### config.mk
export PLATFORM = sky130hd
export DESIGN_NAME = vid_hseq
export DESIGN_NICKNAME = d
export VERILOG_FILES = /design/src/rtl/vid_hseq.sv
export SDC_FILE = /design/constraint.sdc
export NUM_CORES = 1
export LEC_CHECK = 0
export CORE_ASPECT_RATIO = 0.8
export CORE_MARGIN = 1
export CORE_UTILIZATION = 45
export DETAILED_ROUTE_END_ITERATION = 10
export GPL_TIMING_DRIVEN = 0
export SLEW_MARGIN = 10
export SYNTH_ARGS = -nofsm -noshare
export SYNTH_HDL_FRONTEND = slang
export SYNTH_SLANG_ARGS = --single-unit
### constraint.sdc
create_clock -name clk -period 2.65 [get_ports clk]
set_input_delay 0.6625 -clock clk [delete_from_list [all_inputs] [get_ports clk]]
set_output_delay 0.6625 -clock clk [all_outputs]
set_load 0.01 [all_outputs]
### src/rtl/vid_hseq.sv
// Horizontal timing sequencer: an 11-bit pixel counter is compared against
// programmable period, blank and sync registers to produce the line strobes.
module vid_hseq #(
  parameter int W = 11
) (
  input  logic         clk,
  input  logic         resetl,
  input  logic         enable,
  input  logic         reg_wr,
  input  logic [2:0]   reg_addr,
  input  logic [W-1:0] reg_data,
  output logic [W-1:0] hcount,
  output logic         hblank,
  output logic         hsync,
  output logic         half_line,
  output logic         line_end,
  output logic         o_dbg_state
);

  typedef enum logic {
    ST_IDLE = 1'b0,
    ST_RUN  = 1'b1
  } state_t;

  state_t       r_state;
  logic [W-1:0] r_hp, r_hbb, r_hbe, r_hss, r_hse;
  logic         w_wrap;
  logic         w_half_hit;

  // The all-ones term bounds the line when HP is programmed below the count.
  assign w_wrap      = (hcount == r_hp) || (hcount == {W{1'b1}});
  assign w_half_hit  = (hcount == (r_hp >> 1));
  assign o_dbg_state = (r_state == ST_RUN);

  always_ff @(posedge clk or negedge resetl) begin
    if (!resetl) begin
      r_hp  <= W'(844);
      r_hbb <= W'(640);
      r_hbe <= W'(844);
      r_hss <= W'(656);
      r_hse <= W'(752);
    end else if (reg_wr) begin
      case (reg_addr)
        3'd0:    r_hp  <= reg_data;
        3'd1:    r_hbb <= reg_data;
        3'd2:    r_hbe <= reg_data;
        3'd3:    r_hss <= reg_data;
        3'd4:    r_hse <= reg_data;
        default: ;
      endcase
    end
  end

  always_ff @(posedge clk or negedge resetl) begin
    if (!resetl) begin
      r_state   <= ST_IDLE;
      hcount    <= '0;
      hblank    <= 1'b1;
      hsync     <= 1'b0;
      half_line <= 1'b0;
      line_end  <= 1'b0;
    end else begin
      case (r_state)
        ST_IDLE: begin
          hcount    <= '0;
          hblank    <= 1'b1;
          hsync     <= 1'b0;
          half_line <= 1'b0;
          line_end  <= 1'b0;
          if (enable) r_state <= ST_RUN;
        end
        ST_RUN: begin
          if (!enable) begin
            r_state   <= ST_IDLE;
            hcount    <= '0;
            hblank    <= 1'b1;
            hsync     <= 1'b0;
            half_line <= 1'b0;
            line_end  <= 1'b0;
          end else begin
            hcount    <= w_wrap ? '0 : hcount + W'(1);
            line_end  <= w_wrap;
            half_line <= w_half_hit;
            // Set is tested first so equal begin/end registers latch high.
            if (hcount == r_hbb)      hblank <= 1'b1;
            else if (hcount == r_hbe) hblank <= 1'b0;
            if (hcount == r_hss)      hsync  <= 1'b1;
            else if (hcount == r_hse) hsync  <= 1'b0;
          end
        end
        default: r_state <= ST_IDLE;
      endcase
    end
  end

endmodule

==> impl_metrics.csv <==
group,metric,value,unit
global_route,first_global_vias,2238,
cts,holdBufCountCts,0,
cts,cts_resized,0,
setup_path,ff2ff_path_depth,6,
yosys,synth-seq-cells,71,
global_route,antenna_found_initial,0,
drt,viasPerCell,5.16,
floorplanning,die_area,0.00864,mm²
min_path,worst_hold_path_type,"primary input to asynchronous set/reset pin",
setup_path,crit_path_max_fanout,2,
yosys,synth.distinct_cells,35,
timing,grt_setup_unrepaired,"no",
place,dp.cells,420,
timing,drv_slew,0,
timing,hold_viol_final,0,
power_and_ir_drop,total_power,2.96,mW
yosys,synth_edf_count,0,
timing,maxSlewHeadroom,70.2,%
run,max-cap-violations,0,
power_and_ir_drop,leakagePower,1.74,nW
drt,wl,8200,µm
yosys,syn_area,0.00372,mm²
yosys,synthesis.instances,278,
place,io_buffer_count,33,
place,dpl.hpwl,5740,µm
drt,first_pass_iters,4,
timing,worst_slew_pin_slew,0.447,ns
global_route,grt_pass1_wl,13200,µm
timing,finalCriticalPeriod,2.07,ns
setup_path,max_stage_delay,0.54,ns
setup_path,path_depth,1,
setup_path,critPathRequiredTime,1.99,ns
cells_and_area,num-nets-final,342,
yosys,ys_async_sr_fraction,100,%
cts,clk_pin_slew_worst_paths,0.08,ns
cts,cts.sinks,71,
yosys,synth_ff_type,"dfrtp_1",
setup_path,path_class,"register to output pin",
yosys,synth_fp_nets,297,
floorplanning,die_w,104,µm
floorplanning,core_area,0.00798,mm²
yosys,seq_area_frac_synth,48.5,%
floorplanning,start_util,46.6,%
yosys,yosys_warnings,0,
yosys,syn_avg_cell_area,13.4,µm²
setup_path,critPathBufInv,1,
setup_path,reg2reg_to,"hcount[7]",
cells_and_area,drive_gt1_share,40.9,%
cts,clock_path_buffers,2,
global_route,grt_max_degree,40,
power_and_ir_drop,powerDensity,671,mW/mm²
setup_path,crit_chain,"clkdlybuf4s50_1",
floorplanning,num_io_pins,34,
outcome,status,"complete, no violations",
cts,cts_buffers,9,
setup_path,r2r_start,"hcount[0]",
cells_and_area,final_cells,436,
drt,drt_iter0_markers,71,
drt,ant_nets,0,
drt,vias,2250,
cts,cts_max_level,3,
cells_and_area,area_growth,18.7,%
timing,skew,0.00720,ns
power_and_ir_drop,peakVddDrop,0.000345,V
timing,fmax,483,MHz
floorplanning,die_y,83.3,µm
cts,insertion_delay,0.34,ns
cells_and_area,antenna_cells,0,
cts,root_buffer,"clkbuf_8",
setup_path,arrival,1.41,ns
setup_path,end_kind,"output pin",
drt,drc,0,
setup_path,rrSetupSlack,0.92,ns
drt,wl_per_cell,18.8,µm
cts,post_cts_buffers,0,
cts,cts_tree,"yes",
setup_path,slowest_stage,"dfstp_2",
setup_path,start_kind,"register",
setup_path,crit_family,"flip-flops",
place,place.gp.congestion,0.724,
global_route,track_usage,20.8,%
floorplanning,num_rows,29,
timing,period_share,78.1,%
timing,finalSetupViolCount,0,
global_route,grt_overflow,0,
[per-stage QoR]
stage          utilization, %  hold WS [ns]  TNS [ns]  instance area [µm²]  worst slack [ns]
2_1_floorplan               -         0.367         0                 3720             0.986
3_3_place_gp             52.4         0.508    -97.11                 4190             -1.63
3_5_place_dp             52.7         0.515         0                 4200             0.201
4_1_cts                  55.3         0.257         0                 4420             0.560
5_1_grt                  55.3         0.265         0                 4420             0.505
6_report                 55.3         0.254         0                 4420             0.580
[synthesized netlist by cell type (4+ instances only)]
| cell type | n | area (µm²) |
|---|---|---|
| nor3_1 | 4 | 20.0 |
| dfrtp_1 | 50 | 1250 |
| buf_6 | 9 | 101 |
| nor3_2 | 8 | 80.1 |
| dfstp_2 | 21 | 552 |
| nand2_1 | 5 | 18.8 |
| xor2_1 | 26 | 228 |
| mux2_2 | 54 | 608 |
| xnor2_2 | 4 | 65.1 |
| buf_2 | 7 | 35.0 |
| xnor2_1 | 44 | 385 |
| nand4_1 | 10 | 62.6 |
| nand3_1 | 7 | 35.0 |
| nor4_1 | 5 | 31.3 |
[kinds of logic (layout without fill, tap and decap cells)]
group | count (synthesis) | in the layout | synth area share (%)
muxes | 55 | 55 | 16.6
buffers and inverters | 18 | 68 | 4.27
adders and majority gates | 1 | 1 | 0.336
AOI/OAI and AO/OA | 5 | 5 | 1.35
xor gates and xnor gates | 74 | 74 | 18.2
and+or+nand+nor | 54 | 54 | 10.7
DFF | 71 | 71 | 48.5
[layer usage]
layer | track usage [%] | routed length, µm
met5 | 0 | 0
met4 | 5.45 | 79
met3 | 4.87 | 319
met2 | 29.5 | 3510
met1 | 31.5 | 4290
[report_power, final]
group          switching, mW  total (mW)  internal (mW)
Clock                  0.422       0.949          0.527
Combinational          0.217       0.545          0.327
Sequential             0.147        1.47           1.32
Total                  0.786        2.96           2.18
[sequential cells by signal, summed over array words and instances, names as in the netlist]
signal       flops
o_dbg_state      1
half_line        1
r_hbe           11
r_hss           11
hsync            1
hcount          11
line_end         1
r_hse           11
r_hp            11
r_hbb           11
hblank           1
[how the worst max path moves through the flow]
stage / endpoint / slack, ns / startpoint
3_5_place_dp: r_hp[5] / 0.20 / reg_addr[0]
2_1_floorplan: r_hp[0] / 0.99 / reg_addr[0]
6_report: hblank / 0.58 / hblank
4_1_cts: hblank / 0.56 / hblank
5_1_grt: r_hp[0] / 0.51 / reg_addr[0]
3_3_place_gp: r_hse[10] / -1.63 / resetl
[layout make-up]
cell class | count | area (µm²)
Buffer | 18 | 159
Clock buffer | 10 | 128
Clock inverter | 6 | 85.1
Fill cell | 713 | 3570
Multi-Input combinational cell | 189 | 1760
Sequential cell | 71 | 1800
Tap cell | 108 | 135
Timing Repair Buffer | 34 | 348
[cell usage in the layout, fill, tap and decap left out, drive strengths merged]
cell	count
nor3b	1
o21ai	1
mux2	55
o21a	1
and3	1
clkdlybuf4s50	32
ha	1
nand2	5
nor4b	1
bufinv	2
nand3	8
o311ai	1
clkbuf	10
nor3	12
dfrtp	50
and4bb	2
clkinvlp	2
nor4	5
nand4	11
xor2	26
and4	3
xnor2	48
dfstp	21
and2	2
buf	20
clkinv	2
nor2	2
nand4b	1
o31ai	2
Note: power is estimated with default switching activity, not from simulation.
